**config.mk**
```make
export PLATFORM = sky130hd
export DESIGN_NAME = fetch_ctrl
export DESIGN_NICKNAME = d
export VERILOG_FILES = /design/src/rtl/fetch_ctrl.sv
export SDC_FILE = /design/constraint.sdc
export NUM_CORES = 1
export LEC_CHECK = 0
export BUFFER_PORTS_ARGS = -buffer_cell sky130_fd_sc_hd__clkbuf_2
export CORE_UTILIZATION = 42
export CTS_BUF_LIST = sky130_fd_sc_hd__clkbuf_8
export DETAILED_ROUTE_END_ITERATION = 6
export PLACE_DENSITY_LB_ADDON = 0.15
export RECOVER_POWER = 100
export SLEW_MARGIN = 10
export SYNTH_ARGS = -nofsm -noshare
export SYNTH_HDL_FRONTEND = slang
export SYNTH_SLANG_ARGS = --single-unit
```
**constraint.sdc**
```tcl
create_clock -name clk -period 6.8 [get_ports clk]
set_input_delay 1.36 -clock clk [delete_from_list [all_inputs] [get_ports clk]]
set_output_delay 1.36 -clock clk [all_outputs]
set_load 0.02 [all_outputs]
```
**src/rtl/fetch_ctrl.sv**
```systemverilog
`default_nettype none
// +--------------------------------------------------------------------------+
// | fetch_ctrl : fetch/decode sequencer with JMP, BAN, STP and exec handshake |
// | Revision   : 1.0                                                          |
// +--------------------------------------------------------------------------+
module fetch_ctrl #(
  parameter logic [11:0] RESET_PC = 12'h000
) (
  input  logic        clk,
  input  logic        rst_n,
  input  logic        start,
  output logic [11:0] addr,
  input  logic [15:0] ins,
  input  logic        acc_neg,
  input  logic        exec_done,
  output logic [15:0] ir,
  output logic [11:0] pc,
  output logic        exec_valid,
  output logic        halted
);

  typedef enum logic [2:0] {
    S_IDLE   = 3'd0,
    S_FETCH  = 3'd1,
    S_DECODE = 3'd2,
    S_EXEC   = 3'd3,
    S_HALT   = 3'd4
  } state_t;

  localparam logic [3:0] c_OP_JMP = 4'b1000;
  localparam logic [3:0] c_OP_BAN = 4'b1001;
  localparam logic [3:0] c_OP_STP = 4'b0100;

  state_t      r_state;
  state_t      w_state_nxt;
  logic [11:0] r_pc;
  logic [11:0] w_pc_nxt;
  logic [15:0] r_ir;
  logic [15:0] w_ir_nxt;
  logic [3:0]  w_op;
  logic [11:0] w_operand;

  assign w_op      = r_ir[15:12];
  assign w_operand = r_ir[11:0];

  always_ff @(posedge clk or negedge rst_n) begin
    if (!rst_n) begin
      r_state <= S_IDLE;
      r_pc    <= RESET_PC;
      r_ir    <= 16'h0000;
    end else begin
      r_state <= w_state_nxt;
      r_pc    <= w_pc_nxt;
      r_ir    <= w_ir_nxt;
    end
  end

  always_comb begin
    w_state_nxt = r_state;
    w_pc_nxt    = r_pc;
    w_ir_nxt    = r_ir;
    case (r_state)
      S_IDLE: begin
        if (start) w_state_nxt = S_FETCH;
      end
      S_FETCH: begin
        w_ir_nxt    = ins;
        w_pc_nxt    = r_pc + 12'd1;
        w_state_nxt = S_DECODE;
      end
      S_DECODE: begin
        case (w_op)
          c_OP_JMP: begin
            w_pc_nxt    = w_operand;
            w_state_nxt = S_FETCH;
          end
          c_OP_BAN: begin
            // pc already points past the BAN, so back up one to branch relative to it
            if (acc_neg) w_pc_nxt = r_pc - 12'd1 + w_operand;
            w_state_nxt = S_FETCH;
          end
          c_OP_STP: w_state_nxt = S_HALT;
          4'b0000, 4'b0001, 4'b0010, 4'b0011,
          4'b0101, 4'b0110, 4'b0111: w_state_nxt = S_EXEC;
          default: w_state_nxt = S_FETCH;
        endcase
      end
      S_EXEC: begin
        if (exec_done) w_state_nxt = S_FETCH;
      end
      S_HALT: w_state_nxt = S_HALT;
      default: w_state_nxt = S_IDLE;
    endcase
  end

  // Status flags decode straight from state so async reset clears them at once
  assign exec_valid = (r_state == S_EXEC);
  assign halted     = (r_state == S_HALT);
  assign addr       = r_pc;
  assign pc         = r_pc;
  assign ir         = r_ir;

endmodule
`default_nettype wire

```
### After elaboration in Yosys (flattened, before gate mapping)

Cells that the tools add are included.

| storage, ports and cells | value |
|---|---|
| flip-flop bits (word level) | 31 |
| logic and storage cells | 36 |
| output and inout port bits | 42 |
| input port bits | 21 |

| operators by class | value |
|---|---|
| reduce and logical (&&, ||, !) cells | 6 |
| muxes and demuxes | 7 |
| add/sub/neg operators | 3 |
| equality and inequality tests | 17 |

Operator list:

| kind | count |
|---|---|
| 12-bit case mux with 2 select lines | 2 |
| 4-bit by 3-bit == test with 1-bit output, second input constant | 4 |
| 3-bit case mux with 5 select lines | 1 |
| 12-bit by 1-bit adder with 12-bit output, second input constant | 1 |
| 12-bit adder | 1 |
| 12-bit 2-to-1 mux | 1 |
| 12-bit by 1-bit subtractor with 12-bit output, second input constant | 1 |
| 4-bit by 2-bit == test with 1-bit output, second input constant | 2 |
| 4-bit == test, second input constant | 2 |
| 7-bit OR reduction | 1 |
| 3-bit by 2-bit == test with 1-bit output, second input constant | 2 |
| 3-bit 2-to-1 mux | 2 |
| 3-bit case mux with 2 select lines | 1 |
| 4-bit by 1-bit == test with 1-bit output, second input constant | 1 |
| 4-bit logical NOT | 1 |
| 2-bit != test, second input constant | 2 |
| 3-bit by 1-bit == test with 1-bit output, second input constant | 1 |
| 3-bit == test, second input constant | 1 |
| 3-bit logical NOT | 1 |
| 3-bit by 2-bit != test with 1-bit output, second input constant | 1 |
| 3-bit != test, second input constant | 1 |
| 3-bit AND reduction | 1 |
| 2-bit AND reduction | 1 |
| 2-bit nonzero test | 1 |

### Depth between registers and ports, before layout

Gate-level depths: netlist (run 1).

| logic depth | value |
|---|---|
| depth in word-level cells | 5 |
| mapped depth | 13 |
| mapped depth without buffers | 13 |

### Worst setup path after synthesis (run 1)

Ideal clock, no wire load.

| timing | value |
|---|---|
| kind | reg2reg |
| from | register r_pc[1], in the netlist addr[1] |
| to | register r_pc[11], in the netlist addr[11] |
| setup time | 0.129 ns |
| stages on the path, launching flop included | 14 |
| required time | 6.671 ns |
| buffers on the path | 0 |
| period minus slack after synthesis | 2.619 ns |
| slack | 4.181 ns |
| data arrival time | 2.489 ns |
| cell sequence | dfrtp_1 -> inv_1 -> ha_1 -> inv_1 -> ha_1 -> inv_1 -> fa_1 -> nor2b_4 -> o31a_1 -> and4_1 -> nor3_1 -> nor3_2 -> xor2_1 -> a21oi_1 |

| between the ends | value |
|---|---|
| cells in the longest elaborated chain, start to end | 5 |
| elaborated cells between the ends (all ways) | 6 |
| those cells by class | add/sub (3); mux (3) |

RTL lines:

| item | line | text |
|---|---|---|
| from (decl) | 36 | `logic [11:0] r_pc;` |
| from (signal assigned) | 53 | `r_pc <= w_pc_nxt;` |
| 12-bit by 1-bit subtractor with 12-bit output | 79 | `if (acc_neg) w_pc_nxt = r_pc - 12'd1 + w_operand;` |
| 12-bit adder | 79 |  |
| 12-bit 2-to-1 mux | 79 |  |
| 12-bit case mux with 2 select lines | 72 | `case (w_op)` |
| 12-bit case mux with 2 select lines (*) | 62 | `case (r_state)` |

Every way passes the cells marked *; elsewhere a longest branch is shown, timed or not. The select of a mux whose other input is x is not followed.
A chain may end at the register's enable or synchronous reset.

### Final worst setup path (run 1)

| timing | value |
|---|---|
| from | register r_state[1] |
| to | register r_pc[0], in the netlist addr[0] |

| between the ends | value |
|---|---|
| cells in the longest elaborated chain, start to end | 3 |
| elaborated cells between the ends (all ways) | 7 |
| those cells by class | eq/ne (4); mux (1); reduce/logical (2) |

RTL lines:

| item | line | text |
|---|---|---|
| from (decl) | 34 | `state_t r_state;` |
| from (signal assigned) | 52 | `r_state <= w_state_nxt;` |
| 3-bit by 2-bit == test with 1-bit output / 3-bit by 1-bit == test with 1-bit output (equally long branches) | 62 |  |
| 3-bit by 2-bit != test with 1-bit output (no source line), or another cell as far along | - |  |
| 3-bit AND reduction (no source line) | - |  |

Parallel ways exist; a longest one is shown, timed or not.

==> results of run 1 <==
-- worst max-delay path, delay by kind of cell, from the launching register on --
| kind | cells | cell delay, ps |
|---|---|---|
| AND/OR/NAND/NOR | 3 | 1840 |
| AO/OA/AOI/OAI | 3 | 910 |
| flip-flops | 1 | 490 |
-- sequential cells by signal (all words and copies together), names as in the netlist --
name and count:
ir 16, addr 12, r_state 3
-- stage by stage --
| stage | std cells | util [%] | setup slack [ps] | hold WS, ps | cell area, um^2 |
|---|---|---|---|---|---|
| after floorplan | 298 | - | 4181 | 559.8 | 2485 |
| after global placement | 412 | 49.13 | 4007 | 546.5 | 2755 |
| after detailed placement | 412 | 49.13 | 3986 | 564.1 | 2755 |
| after CTS | 420 | 51.14 | 3971 | 581.9 | 2868 |
| after global routing | 420 | 49.58 | 2970 | 592.1 | 2780 |
| final | 420 | 49.58 | 3390 | 562.4 | 2780 |
-- Yosys cell counts, types with 6 or more instances --
library cell / instances
inv_1: 48
nor3_1: 7
ha_1: 22
a211oi_1: 6
nand2_1: 20
o21ai_0: 21
a31oi_1: 8
buf_4: 13
dfrtp_1: 31
nor2_1: 21
a21oi_1: 14
nand3_1: 8
-- worst paths after layout --
check / from / to / cells past startpoint / slack (ps)
max reg2reg: r_state[1] / addr[0] / 6 / 3390
min in group asynchronous: rst_n / r_state[1] / 1 / 1530
min reg2reg: r_state[2] / r_state[0] / 1 / 560
min: r_state[2] / r_state[0] / 1 / 560
max: r_state[1] / addr[0] / 6 / 3390
max in group asynchronous: rst_n / addr[8] / 1 / 4230
-- logic make-up (layout without fill, tap and decap cells) --
kind of cell	count (synthesis)	count (layout)	synth area share, %
AND/OR/NAND/NOR	85	85	18.63
XOR/XNOR	6	6	2.115
AO/OA/AOI/OAI	77	77	20.29
flip-flops	31	31	31.22
adder cells (fa/ha/maj)	23	23	11.88
multiplexers	7	7	3.071
buffers and inverters	69	119	12.79
-- routing by layer --
layer / part of all wire (%) / GRT usage (%) / routed length [um]
met5: 0 / 0 / 0
met4: 0.95 / 5.818 / 57
met3: 4.7 / 3.678 / 279
met2: 48 / 33.65 / 2887
met1: 46 / 27.02 / 2758
-- cell usage in the layout (no fill, tap or decap), types with 3 or more instances in the layout --
master	instances
nand2b_1	4
mux2_2	5
nor2_1	22
clkbuf_8	5
nand3_1	8
nand2_1	20
o21a_1	5
ha_1	22
a21oi_1	15
and3_1	5
nor3_1	8
a211oi_1	6
o21ai_0	23
clkbuf_1	45
nand4_1	3
a31oi_1	8
a21o_1	3
clkbuf_2	18
xor2_1	5
inv_1	48
dfrtp_1	31
-- area by class of cell --
cell class | count | area share, %
tap | 72 | 3.240
clock inverter | 3 | 1.575
timing repair buffer | 63 | 9.316
sequential | 31 | 27.90
inverter | 48 | 6.481
clock buffer | 5 | 2.475
multi-input combinational | 198 | 49.01
==> summary.txt, run 1 <==
Placed design
  • Number of port buffers: 62
  • Final HPWL DP: about 4.4 mm
  • Routability cong.: 0.7761

Synthesis
  • Distinct cells, synth: 55
  • Area share of the largest cell type after synthesis: 31.22%
  • Top post-synthesis cells by area: dfrtp_1, ha_1, inv_1
  • EDFF count, synth: 0
  • YS warnings: 0
  • Primary FF master, synth: dfrtp_1
  • Syn avg cell area: 8.339 um^2
  • Synthesized Nets: approximately 340
  • Synthesized instance count: between 200 and 300
  • #FFs+latches synth: 31
  • Seq/Total Area, Yosys: a little under a third
  • Synthesized area: 2485 um^2
  • Top cell type by total area after synthesis: dfrtp_1
  • Share of flip-flops with an asynchronous set or reset: 100.0%

STA
  • Worst slew pin tran: around 1800 ps
  • Skew final: between 7 and 8 ps
  • Final setup TNS: 0 ps
  • Final setup violation count: 0
  • Max-slew violations: 47
  • Rel. slew slack: -19.18%
  • Final period util: between 50% and 60%
  • Final Hold Fails: 0
  • Min cycle time layout: about 3400 ps
  • Maximum clock rate: approximately 290 MHz
  • RSZ-0062 raised after global routing: no

Die
  • Die H: between 70 and 80 um
  • I/O pin count: between 60 and 70
  • Cell Rows: 27
  • Std-Cell Core Area: 5608 um^2
  • Initial Util: ~44%
  • Die W: between 70 and 80 um
  • Die area: around 6200 um^2

Clock network
  • Total CTS buffers: 5
  • Post-CTS sizing: 0
  • Worst-path clk slew: approximately 80 ps
  • Root Buffer Master: clkbuf_8
  • Setup Fix Bufs, Post-CTS: 0
  • Htree depth: 2
  • CTS tree: done
  • Skew-Pair Late Insertion Delay: between 200 and 300 ps
  • Worst-case clock buffer depth: 2
  • Hold buffer count at cts: 0
  • # clock sinks: 31

Finish
  • Antenna cells: 0
  • Layout cells sized above 1: 10.92%
  • Layout area overhead: 11.88%
  • Area of the multi-input gates: 1363 um^2
  • Final #Nets: about 400
  • FF/Latch Area: 775.7 um^2
  • Fillers: a little over 600

Route
  • Aggregate routed wire length: between 5 and 6 mm
  • Vias per cell: 5.307
  • Total vias in the final route: between 2k and 2.5k
  • Drt wl/cell: approximately 14 um
  • Detailed Route Iter0 Violations: between 100 and 150
  • Post-route ant nets: 0
  • Drt first pass iters: 4
  • Residual DRC count: 0

Worst setup path
  • Type of origin of the critical path: flip-flop
  • Crit path kind: reg -> reg
  • CP peak stage delay: 1260 ps
  • Arr. time, crit path: 3540 ps
  • CP endpoint kind: flip-flop
  • WP data required: 6930 ps
  • Crit path cell chain: nor3b_1 > nand3_1 > a21oi_1 > nor2_1 > a2111oi_0 > a211oi_1
  • CP Max Fanout: 19
  • Slowest CP cell: nor3b_1

Outcome
  • Outcome: complete, but fails checks
  • Failing checks: capacitance limit, slew limit

Global routing
  • Initial antenna violation count: 0
  • Total GRT Usage: between 20 and 25%
  • Vias in the first global route: 2026
  • First-pass GRT wire length: approximately 10 mm
  • Largest net degree at the start of global routing: 33
  • Total gr overflow: 0

Job
  • Max cap viols: 2

Worst hold path
  • Hold Path Class: reg -> reg
Power of run 1 is not shown: default switching activity piles up to over one toggle a cycle in this logic, so the estimate is an artifact.
==> run 2: changes to the inputs <==
- clock period: 6.8 -> 3.2 ns (I/O delays scaled with it)
==> summary.txt, run 2 (synthesis results as in run 1) <==
Placed design
  • Final HPWL DP: roughly 4.6 mm
  • Routability cong.: approximately 0.83
  • Number of port buffers: 62
  • Pre-CTS worst setup slack: 477.2 ps

Clock network
  • # clock sinks: 31
  • Setup Fix Bufs, Post-CTS: 0
  • Total CTS buffers: 5
  • CTS tree: done
  • Post-CTS sizing: 0
  • Hold buffer count at cts: 0
  • Skew-Pair Late Insertion Delay: slightly below 300 ps
  • Root Buffer Master: clkbuf_8
  • Worst-case clock buffer depth: 2
  • Htree depth: 2
  • Worst-path clk slew: approximately 70 ps

STA
  • Rel. slew slack: -14.56%
  • Worst slew pin tran: between 1500 and 2000 ps
  • Final Hold Fails: 0
  • Maximum clock rate: ~360 MHz
  • Final setup violation count: 0
  • RSZ-0062 raised after global routing: no
  • Min cycle time layout: 2761 ps
  • Final period util: about 86%
  • Final worst setup slack: approximately 440 ps
  • Skew final: about 11 ps
  • Max-slew violations: 32
  • Final setup TNS: 0 ps

Route
  • Aggregate routed wire length: just over 6 mm
  • Detailed Route Iter0 Violations: roughly 100
  • Post-route ant nets: 0
  • Total vias in the final route: between 2k and 2.5k
  • Drt first pass iters: 4
  • Vias per cell: approximately 5.3
  • Drt wl/cell: ~15 um
  • Residual DRC count: 0

Worst setup path
  • Slowest CP cell: dfrtp_1
  • Arr. time, crit path: a little under 3000 ps
  • CP peak stage delay: 450 ps
  • WP buf/inv: 3
  • Worst path top cell family by delay: adder cells
  • CP endpoint kind: flip-flop
  • Crit path cell chain: inv_1 > ha_1 > inv_1 > ha_1 > inv_1 > fa_1 > nor2b_1 > o31a_1 > and4_1 > nor3_1 > nor3_2 > xor2_1 > a21oi_1
  • Most frequent CP cell: inv_1
  • Crit path kind: reg -> reg
  • CP Max Fanout: 7
  • WP data required: approximately 3400 ps
  • Type of origin of the critical path: flip-flop

Die
  • Die area: slightly above 6000 um^2
  • Die W: 78.92 um
  • Die H: a little under 80 um
  • Cell Rows: 27
  • I/O pin count: 63
  • Std-Cell Core Area: about 5600 um^2
  • Initial Util: around 44%

Outcome
  • Failing checks: capacitance limit, slew limit
  • Outcome: complete, but fails checks

Global routing
  • Vias in the first global route: around 2.1k
  • Total gr overflow: 0
  • First-pass GRT wire length: 10.11 mm
  • Total GRT Usage: between 20% and 30%
  • Largest net degree at the start of global routing: 33
  • Initial antenna violation count: 0

Worst hold path
  • Hold Path Class: in -> reg

Finish
  • Antenna cells: 0
  • Layout area overhead: 11.43%
  • Layout cells sized above 1: between 10% and 20%
  • Max reg flops: 16
  • Final #Nets: ~400
  • Most common cell after layout, fill and taps aside: inv_1
  • Commonest non-fill, non-tap cells in the layout: inv_1, clkbuf_1, dfrtp_1
  • Fillers: 612

Job
  • Max cap viols: 1
run 2: stage by stage:
step | hold slack, ps | instances | util [%] | instance area, um^2
3_3_place_gp | 543.4 | 413 | 49.26 | 2763
3_5_place_dp | 559.3 | 413 | 49.26 | 2763
2_1_floorplan | 344.4 | 298 | - | 2485
6_report | 552.7 | 421 | 49.38 | 2769
4_1_cts | 451.9 | 421 | 51.05 | 2863
5_1_grt | 559.6 | 421 | 49.38 | 2769
run 2: area by class of cell:
class | count | area, um^2 | share of cell area (%)
Multi-Input combinational cell | 198 | 1355 | 48.94
Sequential cell | 31 | 775.7 | 28.02
Timing Repair Buffer | 64 | 267.8 | 9.670
Inverter | 48 | 180.2 | 6.507
Clock buffer | 7 | 96.34 | 3.479
Tap cell | 72 | 90.09 | 3.253
Clock inverter | 1 | 3.754 | 0.1356
run 2: worst paths after layout:
| path | from | endpoint | slack [ps] | cells after the start |
|---|---|---|---|---|
| setup / recovery | addr[1] | addr[11] | 440 | 13 |
| hold / removal | ins[1] | ir[1] | 550 | 3 |
| setup reg to reg | addr[1] | addr[11] | 440 | 13 |
| hold reg to reg | r_state[2] | r_state[0] | 560 | 1 |
| max in group asynchronous | rst_n | ir[3] | 1410 | 1 |
| min in group asynchronous | rst_n | ir[15] | 780 | 1 |
run 2: metal layers:
metal  routed length (um)  GRT usage, %  part of all wire, %  up-vias
met5                    0             0                    0        -
met4                   89         6.000                  1.4        0
met3                  368         4.598                  6.0        8
met2                 2940         37.04                   48       65
met1                 2747         26.32                   45     1046
li1                     -             -                    -     1115
run 2: worst min-delay path, cell delays in order:
cell	delay, ps
clkbuf_2	70
nand2_1	30
o21ai_0	50
Power of run 2 is left out for the same reason.
